--- src/rtl/spike_aer_encoder.sv ---
// spike_aer_encoder: captures one-cycle spike pulses from the neuron array,
// arbitrates pending spikes round-robin and queues {address, timestamp}
// events in a small first-word-fall-through FIFO drained by valid/ready.
// Spikes that hit a line whose previous spike is still pending are merged
// (the older stamp is kept) and reported through the sticky ovf flag.
module spike_aer_encoder #(
    parameter int N_LINES    = 8,
    parameter int ADDR_W     = 3,
    parameter int TS_W       = 8,
    parameter int FIFO_DEPTH = 4
) (
    input  logic                clk,
    input  logic                rst,
    input  logic                en,
    input  logic [N_LINES-1:0]  spike_in,
    output logic                ev_valid,
    input  logic                ev_ready,
    output logic [ADDR_W-1:0]   ev_addr,
    output logic [TS_W-1:0]     ev_ts,
    output logic [ADDR_W:0]     fifo_count,
    output logic                ovf,
    input  logic                ovf_clr
);

    localparam int                PTR_W       = (FIFO_DEPTH > 1) ? $clog2(FIFO_DEPTH) : 1;
    localparam logic [ADDR_W:0]   DEPTH_C     = (ADDR_W+1)'(FIFO_DEPTH);
    localparam logic [ADDR_W:0]   CNT_ONE_C   = (ADDR_W+1)'(1'b1);
    localparam logic [ADDR_W:0]   CNT_ZERO_C  = (ADDR_W+1)'(1'b0);
    localparam logic [ADDR_W-1:0] LAST_LINE_C = ADDR_W'(N_LINES-1);

    // Capture-side state
    logic [TS_W-1:0]    ts_r;
    logic [N_LINES-1:0] pend_r;
    logic [TS_W-1:0]    stamp_r [N_LINES];
    logic [ADDR_W-1:0]  ptr_r;
    logic               ovf_r;

    // FIFO storage, pointers and registered head view
    logic [ADDR_W-1:0]  mem_addr_r [FIFO_DEPTH];
    logic [TS_W-1:0]    mem_ts_r   [FIFO_DEPTH];
    logic [PTR_W-1:0]   wr_ptr_r;
    logic [PTR_W-1:0]   rd_ptr_r;
    logic [ADDR_W:0]    count_r;
    logic               ev_valid_r;
    logic [ADDR_W-1:0]  ev_addr_r;
    logic [TS_W-1:0]    ev_ts_r;

    // Combinational helpers
    logic [N_LINES-1:0] new_s;
    logic [N_LINES-1:0] merge_s;
    logic [N_LINES-1:0] grant_s;
    logic               grant_vld_s;
    logic [ADDR_W-1:0]  grant_idx_s;
    logic [ADDR_W-1:0]  cand_s;
    logic               push_s;
    logic               pop_s;
    logic [TS_W-1:0]    push_ts_s;
    logic [ADDR_W:0]    count_next_s;
    logic [PTR_W-1:0]   rd_next_s;
    logic [ADDR_W-1:0]  head_addr_s;
    logic [TS_W-1:0]    head_ts_s;

    assign new_s     = spike_in & {N_LINES{en}};
    assign merge_s   = new_s & pend_r & ~grant_s;
    assign push_s    = grant_vld_s;
    assign pop_s     = ev_valid_r & ev_ready;
    assign push_ts_s = stamp_r[grant_idx_s];

    // Round-robin arbiter: first pending line after ptr, only while the FIFO has room
    always_comb begin
        grant_vld_s = 1'b0;
        grant_idx_s = {ADDR_W{1'b0}};
        cand_s      = {ADDR_W{1'b0}};
        grant_s     = {N_LINES{1'b0}};
        if (count_r < DEPTH_C) begin
            for (int k = 1; k <= N_LINES; k++) begin
                if (int'(ptr_r) + k >= N_LINES) begin
                    cand_s = ADDR_W'(int'(ptr_r) + k - N_LINES);
                end else begin
                    cand_s = ADDR_W'(int'(ptr_r) + k);
                end
                if (!grant_vld_s && pend_r[cand_s]) begin
                    grant_vld_s = 1'b1;
                    grant_idx_s = cand_s;
                end else begin
                    grant_vld_s = grant_vld_s;
                end
            end
        end else begin
            grant_vld_s = 1'b0;
        end
        grant_s[grant_idx_s] = grant_vld_s;
    end

    // FIFO next-state: occupancy, read pointer and the head that will be visible next cycle
    always_comb begin
        count_next_s = count_r;
        rd_next_s    = rd_ptr_r;
        head_addr_s  = ev_addr_r;
        head_ts_s    = ev_ts_r;
        if (push_s && !pop_s) begin
            count_next_s = count_r + CNT_ONE_C;
        end else if (!push_s && pop_s) begin
            count_next_s = count_r - CNT_ONE_C;
        end else begin
            count_next_s = count_r;
        end
        if (pop_s) begin
            rd_next_s = rd_ptr_r + PTR_W'(1'b1);
        end else begin
            rd_next_s = rd_ptr_r;
        end
        // The entry being pushed becomes the head when nothing older survives this cycle
        if (count_next_s == CNT_ZERO_C) begin
            head_addr_s = ev_addr_r;
            head_ts_s   = ev_ts_r;
        end else if ((count_r == CNT_ZERO_C) || ((count_r == CNT_ONE_C) && pop_s)) begin
            head_addr_s = grant_idx_s;
            head_ts_s   = push_ts_s;
        end else begin
            head_addr_s = mem_addr_r[rd_next_s];
            head_ts_s   = mem_ts_r[rd_next_s];
        end
    end

    // Free-running capture timestamp, advancing only while capture is enabled
    always_ff @(posedge clk) begin
        if (rst) begin
            ts_r <= {TS_W{1'b0}};
        end else if (en) begin
            ts_r <= ts_r + TS_W'(1'b1);
        end
    end

    // Pending lines, their stamps and the round-robin pointer
    always_ff @(posedge clk) begin
        if (rst) begin
            pend_r <= {N_LINES{1'b0}};
            ptr_r  <= LAST_LINE_C;
            for (int i = 0; i < N_LINES; i++) begin
                stamp_r[i] <= {TS_W{1'b0}};
            end
        end else begin
            pend_r <= (pend_r & ~grant_s) | new_s;
            if (grant_vld_s) begin
                ptr_r <= grant_idx_s;
            end
            // A merged spike keeps the older stamp; a freshly granted line takes the new one
            for (int i = 0; i < N_LINES; i++) begin
                if (new_s[i] && (!pend_r[i] || grant_s[i])) begin
                    stamp_r[i] <= ts_r;
                end
            end
        end
    end

    // FIFO storage write port
    always_ff @(posedge clk) begin
        if (push_s) begin
            mem_addr_r[wr_ptr_r] <= grant_idx_s;
            mem_ts_r[wr_ptr_r]   <= push_ts_s;
        end
    end

    // FIFO pointers, occupancy and the registered head outputs
    always_ff @(posedge clk) begin
        if (rst) begin
            wr_ptr_r   <= {PTR_W{1'b0}};
            rd_ptr_r   <= {PTR_W{1'b0}};
            count_r    <= CNT_ZERO_C;
            ev_valid_r <= 1'b0;
            ev_addr_r  <= {ADDR_W{1'b0}};
            ev_ts_r    <= {TS_W{1'b0}};
        end else begin
            if (push_s) begin
                wr_ptr_r <= wr_ptr_r + PTR_W'(1'b1);
            end
            rd_ptr_r   <= rd_next_s;
            count_r    <= count_next_s;
            ev_valid_r <= (count_next_s != CNT_ZERO_C);
            ev_addr_r  <= head_addr_s;
            ev_ts_r    <= head_ts_s;
        end
    end

    // Sticky merge flag; a new merge wins over a simultaneous clear
    always_ff @(posedge clk) begin
        if (rst) begin
            ovf_r <= 1'b0;
        end else if (|merge_s) begin
            ovf_r <= 1'b1;
        end else if (ovf_clr) begin
            ovf_r <= 1'b0;
        end
    end

    assign ev_valid   = ev_valid_r;
    assign ev_addr    = ev_addr_r;
    assign ev_ts      = ev_ts_r;
    assign fifo_count = count_r;
    assign ovf        = ovf_r;

endmodule

--- config.mk ---
export PLATFORM = sky130hd
export DESIGN_NAME = spike_aer_encoder
export DESIGN_NICKNAME = d
export VERILOG_FILES = /design/src/rtl/spike_aer_encoder.sv
export SDC_FILE = /design/constraint.sdc
export NUM_CORES = 1
export LEC_CHECK = 0
export CORE_MARGIN = 3
export CORE_UTILIZATION = 41
export DETAILED_ROUTE_END_ITERATION = 8
export DONT_BUFFER_PORTS = 1
export PLACE_DENSITY = 0.63
export SLEW_MARGIN = 10
export SYNTH_ARGS = -nofsm -noshare
export SYNTH_HDL_FRONTEND = slang
export SYNTH_SLANG_ARGS = --single-unit
--- constraint.sdc ---
create_clock -name clk -period 5.6 [get_ports clk]
set_input_delay 0.56 -clock clk [delete_from_list [all_inputs] [get_ports clk]]
set_output_delay 0.56 -clock clk [all_outputs]
set_load 0.05 [all_outputs]
# Yosys cells after proc, flatten, opt, wreduce, memory -nomap -nowiden

Memory sizes are Yosys's and may differ from the RTL's.
Index checks and enable logic that the tools add are counted.

$add $sub $neg: 21
$lt $le $gt $ge: 19
Equality and inequality tests: 1
Muxes and demuxes: 102
Bitwise gates (word level): 16
Reductions and logical operators: 50

Operators with widths:

| kind                | count |
|---|---|
| $mux 3              | 26 |
| $mux 8              | 9 |
| $mux 1              | 55 |
| $and 8x8->8         | 5 |
| $lt 3x4->1 const B  | 9 |
| $ge 4x4->1 const B  | 7 |
| $bmux 1 s3          | 8 |
| $sub 3x1->3 const B | 8 |
| $logic_and 1x1->1   | 19 |
| $logic_not 1->1     | 17 |
| $add 3x3->4 const B | 4 |
| $logic_or 1x1->1    | 9 |
| $add 3x2->4 const B | 2 |
| $add 8x1->8 const B | 1 |
| $logic_not 4->1     | 2 |
| $mux 4              | 2 |
| $not 8->8           | 1 |
| $or 1x1->1          | 8 |
| $or 8x8->8          | 1 |
| $reduce_or 8->1     | 1 |
| $add 3x4->5 const B | 1 |
| $ge 5x4->1 const B  | 1 |
| $add 2x1->2 const B | 2 |
| $add 3x1->4 const B | 1 |
| other kinds (10)    | 10 |

Flip-flop bits (word level): 40
RAM bits: 108
Output and inout bits: 17
Word-level logic and storage cells: 222
Memories kept: 3

Memories:

| memory     | depth | bits a word | read ports | clocked after memory_dff | write ports | line | source |
|---|---|---|---|---|---|---|---|
| stamp_r    | 8     | 8           | 1          | 0                        | 8           | 34   | `logic [TS_W-1:0] stamp_r [N_LINES];` |
| mem_ts_r   | 4     | 8           | 1          | 0                        | 1           | 40   | `logic [TS_W-1:0] mem_ts_r [FIFO_DEPTH];` |
| mem_addr_r | 4     | 3           | 1          | 0                        | 1           | 39   | `logic [ADDR_W-1:0] mem_addr_r [FIFO_DEPTH];` |

# Longest topological paths before layout

Depth in word-level cells: 47
Depth in mapped cells: 19
Depth with buffers taken out: 13

# Worst setup path before layout

OpenSTA, ideal clock, no wires.

Path kind: register to register
Start point: reg ptr_r[0]
End point: mem stamp_r[2][0] (enable)
Arrival: 4238 ps
Required time: 5266 ps
Path slack: 1028 ps
Cell stages (with the launch flop): 17
Path buffers: 4
Period minus slack after synthesis: 4572 ps
Cells stage by stage: dfxtp_1 buf_2 buf_2 buf_2 inv_1 ha_1 buf_2 mux2_2 or3_1 a21oi_1 or4b_4 o22ai_2 o32a_2 nand3_2 o31ai_2 nand3_1 nand2b_1

RTL lines:

| element                | line | source |
|---|---|---|
| start, declared        | 35   | `logic [ADDR_W-1:0] ptr_r;` |
| start signal, assigned | 146  | `ptr_r <= grant_idx_s;` |
| end, declared          | 34   |  |

==> impl_results.md <==
- Pins over their slew limit: 0
- Routed WL per cell: 21.2 um
- Startpoint types: register
- Final Hold Fails: 0
- I/O pin count: 30
- Largest net degree at the start of global routing: 57
- Syn_nets: 686
- CTS clk-pin slew, worst paths: 0.06 ns
- Status: completed
- Routed WL: 18.9 mm
- Fin Clk Skew: 0.00561 ns
- Row Count: 49
- Worst Setup Path Type: register to register
- RSZ-0062 raised after global routing: false
- Sequential area share after synthesis: 52.8%
- Total CTS buffers: 17
- Worst Hold Class: input pin to register
- Core area: 18100 um2
- Most frequent cells in the layout: edfxtp_1, nor2_1, dfxtp_1
- Antenna violations before repair: 0
- Slew HR: 25.2%
- Nets: 673
- GRT Overall Usage: 18.9%
- Latest clock arrival within the worst-skew pair: 0.42 ns
- Max Root-Sink Buffers: 2
- # DRC: 0
- Setup bufs post-CTS: 0
- Worst Path Required: 5.68 ns
- WP data arrival: 5.04 ns
- Die Height: 143 um
- Min Tclk post-route: 4.96 ns
- CTS tree: yes
- Via total after detailed routing: 5342
- Register bit total from synthesis: 148
- Post-Synthesis Cells: 663
- GP Congestion: 0.876
- Crit-path leading delay family: simple AND/OR/NAND/NOR gates
- Async SR Flop Fraction: 0%
- Hold_buf cts: 0
- Initial Util: 42.2%
- Worst-Margin Slew: 1.12 ns
- FILL cells: 1632
- Fraction of layout cells with a size suffix above 1: 13.9%
- Critical path endpoint category: register
- Violation count after the first detailed-route iteration: 541
- Netlist Area Pre-Place: 7660 um2
- First-pass GRT wire length: 29.4 mm
- Ys flop type: edfxtp_1
- FMAX: 202 MHz
- Hpwl dp: 13.1 mm
- TritonRoute pass-1 iters: 4
- Synth Area per Inst: 11.5 um2
- Critical path cell sequence: inv_1, ha_1, mux2_2, or3_1, a21oi_1, or4b_4, o22ai_2, o32a_2, nand3_2, o31ai_2, nand3_1, nand2b_1
- Critical path fanouts, max: 19
- Slowest CP cell: ha_1
- Port bufs: 0
- Final Util: 46.5%
- Worst path max stage delay: 0.66 ns
- Final Cycle Share: 88.6%
- Clk sinks: 148
- Area growth syn-to-layout: 10.3%
- # diodes: 0
- Post_cts resized: 0
- CTS H-tree depth: 4
- Die Width: 143 um
- Final setup vio count: 0
- Number of synthesized flops with an enable pin: 108
- Antenna-violating nets left: 0
- Synth Warn #: 0
- Setup TNS: 0 ns
- CP Buf/Inv Count: 1
- Max cap viols: 0
- Grt total ovfl: 0
- Hold_ws: 0.209 ns
- Root buf cell: clkbuf_16
- Commonest non-fill, non-tap cell in the layout: edfxtp_1
- Yosys cell types: 73
- Vias in the first global route: 5186
- Via-per-instance ratio: 5.99
- Die area: 20400 um2
## worst register-to-register path, delay by kind of cell (launching register included)
kind | cells | cell delay (ns)
multiplexers | 1 | 0.43
AND/OR/NAND/NOR | 5 | 1.98
buffers and inverters | 1 | 0.09
AO/OA/AOI/OAI | 4 | 1.14
flip-flops | 1 | 0.33
adder cells (fa/ha/maj) | 1 | 0.66
## synth_stat cells, types with 16 or more instances
master	instances	area (um2)
a211oi_1	21	158
a21boi_0	21	158
a21oi_1	26	130
clkbuf_1	22	82.6
dfxtp_1	40	801
edfxtp_1	108	3240
inv_1	27	101
mux2i_1	28	280
mux4_2	20	450
nand2_1	36	135
nand2b_1	16	100
nand3_1	17	85.1
nor2_1	86	323
or3_1	20	125
## layer usage
| layer | vias up | GRT usage [%] | share of wire (%) |
|---|---|---|---|
| li1 | 2497 | - | - |
| met1 | 2645 | 27.9 | 47 |
| met2 | 191 | 28.3 | 45 |
| met3 | 9 | 5.12 | 7.0 |
| met4 | 0 | 3.70 | 0.61 |
| met5 | - | 0 | 0 |
## final timing paths
| kind | startpoint | end | slack, ns | cells after the start |
|---|---|---|---|---|
| setup reg to reg | ptr_r[0] | stamp_r[2][7] | 0.64 | 12 |
| hold reg to reg | ts_r[5] | ts_r[5] | 0.51 | 2 |
| hold / removal | rst | ts_r[4] | 0.21 | 1 |
| setup / recovery | ptr_r[0] | stamp_r[2][7] | 0.64 | 12 |
## per-stage QoR
step                setup WS (ns)  cells  instance area [um2]
finish                      0.638    892                 8440
global route                0.306    892                 8440
CTS                         0.653    892                 8440
global placement            0.812    860                 7840
floorplan                    1.03    663                 7660
detailed placement          0.693    860                 7840
## flip-flops by register name (all words and copies together) (netlist names)
name and count:
stamp_r 64, mem_ts_r 32, mem_addr_r 12, ev_ts 8, pend_r 8, ts_r 8
fifo_count 4, ev_addr 3, ptr_r 3, rd_ptr_r 2, wr_ptr_r 2, ev_valid 1
ovf 1
## area by class of cell
type	instances	area, um2	area share [%]
repair buffers	9	67.6	0.800
multi-input cells	447	3340	39.5
well taps	229	287	3.39
flip-flops and latches	148	4040	47.9
clock buffers	28	582	6.89
inverters	27	101	1.20
clock inverters	4	26.3	0.311
## logic make-up after synthesis
group,after synthesis,share of synthesized area (%)
buffers and inverters,68,3.73
XOR/XNOR,17,2.24
AND/OR/NAND/NOR,210,13.2
multiplexers,54,10.4
AO/OA/AOI/OAI,156,16.0
adder cells (fa/ha/maj),10,1.63
flip-flops,148,52.8
Power is left out: the tool's default activity adds up to more than one toggle a clock period on the data nets, which glitch-free logic cannot reach.
==> patch: new RTL, config.mk and constraints unchanged <==
Set the parameter `N_LINES` to 4 (it was 8).
--- a/src/rtl/spike_aer_encoder.sv
+++ b/src/rtl/spike_aer_encoder.sv
@@ -5,5 +5,5 @@
 // (the older stamp is kept) and reported through the sticky ovf flag.
 module spike_aer_encoder #(
-    parameter int N_LINES    = 8,
+    parameter int N_LINES    = 4,
     parameter int ADDR_W     = 3,
     parameter int TS_W       = 8,
Ports: changed (resized spike_in); port bits go from 30 to 26. The function was not compared with the original's and may differ.
==> patch against the original RTL <==
  * Synthesized area fell by 31%
  * Sequential cell count fell by 36
  * Critical path depth fell by 3
  * Wire length fell by 46%
  * Largest cell class unchanged
  * Cell area fell by 32%
  * Setup slack improved by 1.0 ns
  * Synthesized cell count fell by 37%
  * Highest routed layer unchanged
  * Critical endpoint is now ev_ts[3]
==> patch: results (changes against the original RTL) <==
Synth top cells by count edfxtp_1 (76), and2_1 (39), dfxtp_1 (36) (was edfxtp_1 (108), nor2_1 (86), dfxtp_1 (40)); Yosys cell types 55 (was 73); CP Max Fanout 23 (was 19); post-synthesis compound-gate area fraction 0.141 (was 0.160); Slew HR 0.299 (was 0.252); Final nets 424 (was 673); Setup Skew 0.00603 ns (was 0.00561 ns); TritonCTS Buffers 9 (was 17); Area contributors post-synth edfxtp_1 (43%), dfxtp_1 (14%), mux4_2 (6.4%), and2_1 (4.6%), mux2i_1 (3.2%) (was edfxtp_1 (42%), dfxtp_1 (10%), mux4_2 (5.9%), nor2_1 (4.2%), mux2i_1 (3.7%)); part of the Yosys area used for sequential elements 0.569 (was 0.528); mux share of post-synthesis cell area 0.0984 (was 0.104); largest net degree at the start of global routing 43 (was 57); DP Area 5390 µm² (was 7840 µm²); gr usage total 0.149 (was 0.189); DR top layer met4 (unchanged); clk_lat worst skew 0.34 ns (was 0.42 ns); final RePlAce weighted congestion 0.812 (was 0.876); First DRT Iteration DRCs 165 (was 541); Reg2Reg Setup Slack 1.66 ns (was 0.64 ns); Post-Synth Adder-Cell Area 0.0237 (was 0.0163); M1 WL 4780 µm (was 8890 µm); vias in the first global route 3093 (was 5186); routed wl met2 4670 µm (was 8580 µm); routed wl met3 643 µm (was 1330 µm); status finished clean (unchanged); Antenna diodes 0 (unchanged); XOR/XNOR share of the synthesized area 0.0133 (was 0.0224); DR pass1 iterations 4 (unchanged); H-tree depth 3 (was 4); CP arrival 4.19 ns (was 5.04 ns); share of cells above drive strength 1 0.144 (was 0.139); via count 3196 (was 5342); Top Registers mem_ts_r: 32 flops, stamp_r: 32 flops, mem_addr_r: 12 flops (was stamp_r: 64 flops, mem_ts_r: 32 flops, mem_addr_r: 12 flops); final wirelength 10100 µm (was 18900 µm); EDFF count, synth 76 (was 108); # fillers 1150 (was 1632)
## patch: path summary, 6_finish.rpt
check           start       end  cells past startpoint
max          ptr_r[0]  ev_ts[3]                      9
min               rst   ts_r[5]                      1
max reg2reg  ptr_r[0]  ev_ts[3]                      9
min reg2reg  ptr_r[2]  ptr_r[2]                      2
## patch: layout make-up
cell class	instances	area [µm²]	area share
inverters	10	37.5	0.00658
repair buffers	3	22.5	0.00395
clock inverters	4	48.8	0.00855
flip-flops and latches	112	3000	0.526
well taps	168	210	0.0368
clock buffers	12	267	0.0467
multi-input cells	269	2120	0.371
## patch: cell families after synthesis
kind of cell	count (synthesis)
AO/OA/AOI/OAI	92
adder cells (fa/ha/maj)	10
multiplexers	33
AND/OR/NAND/NOR	126
flip-flops	112
buffers and inverters	34
XOR/XNOR	8
## patch: per-layer routing
layer  track usage  vias up
met4        0.0394        0
met2         0.226       80
met3        0.0413        6
met1         0.211     1564
met5             0        -
li1              -     1546
## patch: through the flow
stage	std cells	setup WS (ns)	hold slack [ns]	utilization
2_1_floorplan	415	2.45	0.438	-
3_3_place_gp	562	1.78	0.449	0.438
3_5_place_dp	562	1.69	0.453	0.438
4_1_cts	578	1.61	0.266	0.464
5_1_grt	578	1.28	0.254	0.464
6_report	578	1.66	0.278	0.464
## patch: report_power, final
group / leakage [nW] / switching (W) / internal (W) / total [W]
Clock: 0.159 / 0.000276 / 0.000384 / 0.000659
Sequential: 1.05 / 0.000249 / 0.00117 / 0.00141
Combinational: 0.823 / 0.000768 / 0.000484 / 0.00125
## patch: worst max-delay path: stages, from the launching register on
cell and delay [ns]:
dfxtp_1 0.69, inv_1 0.13, ha_1 0.42, mux4_2 0.42, o41ai_2 0.52, nand3_1 0.18
and3_1 0.25, o31ai_4 0.82, nor2_1 0.15, a311oi_2 0.27
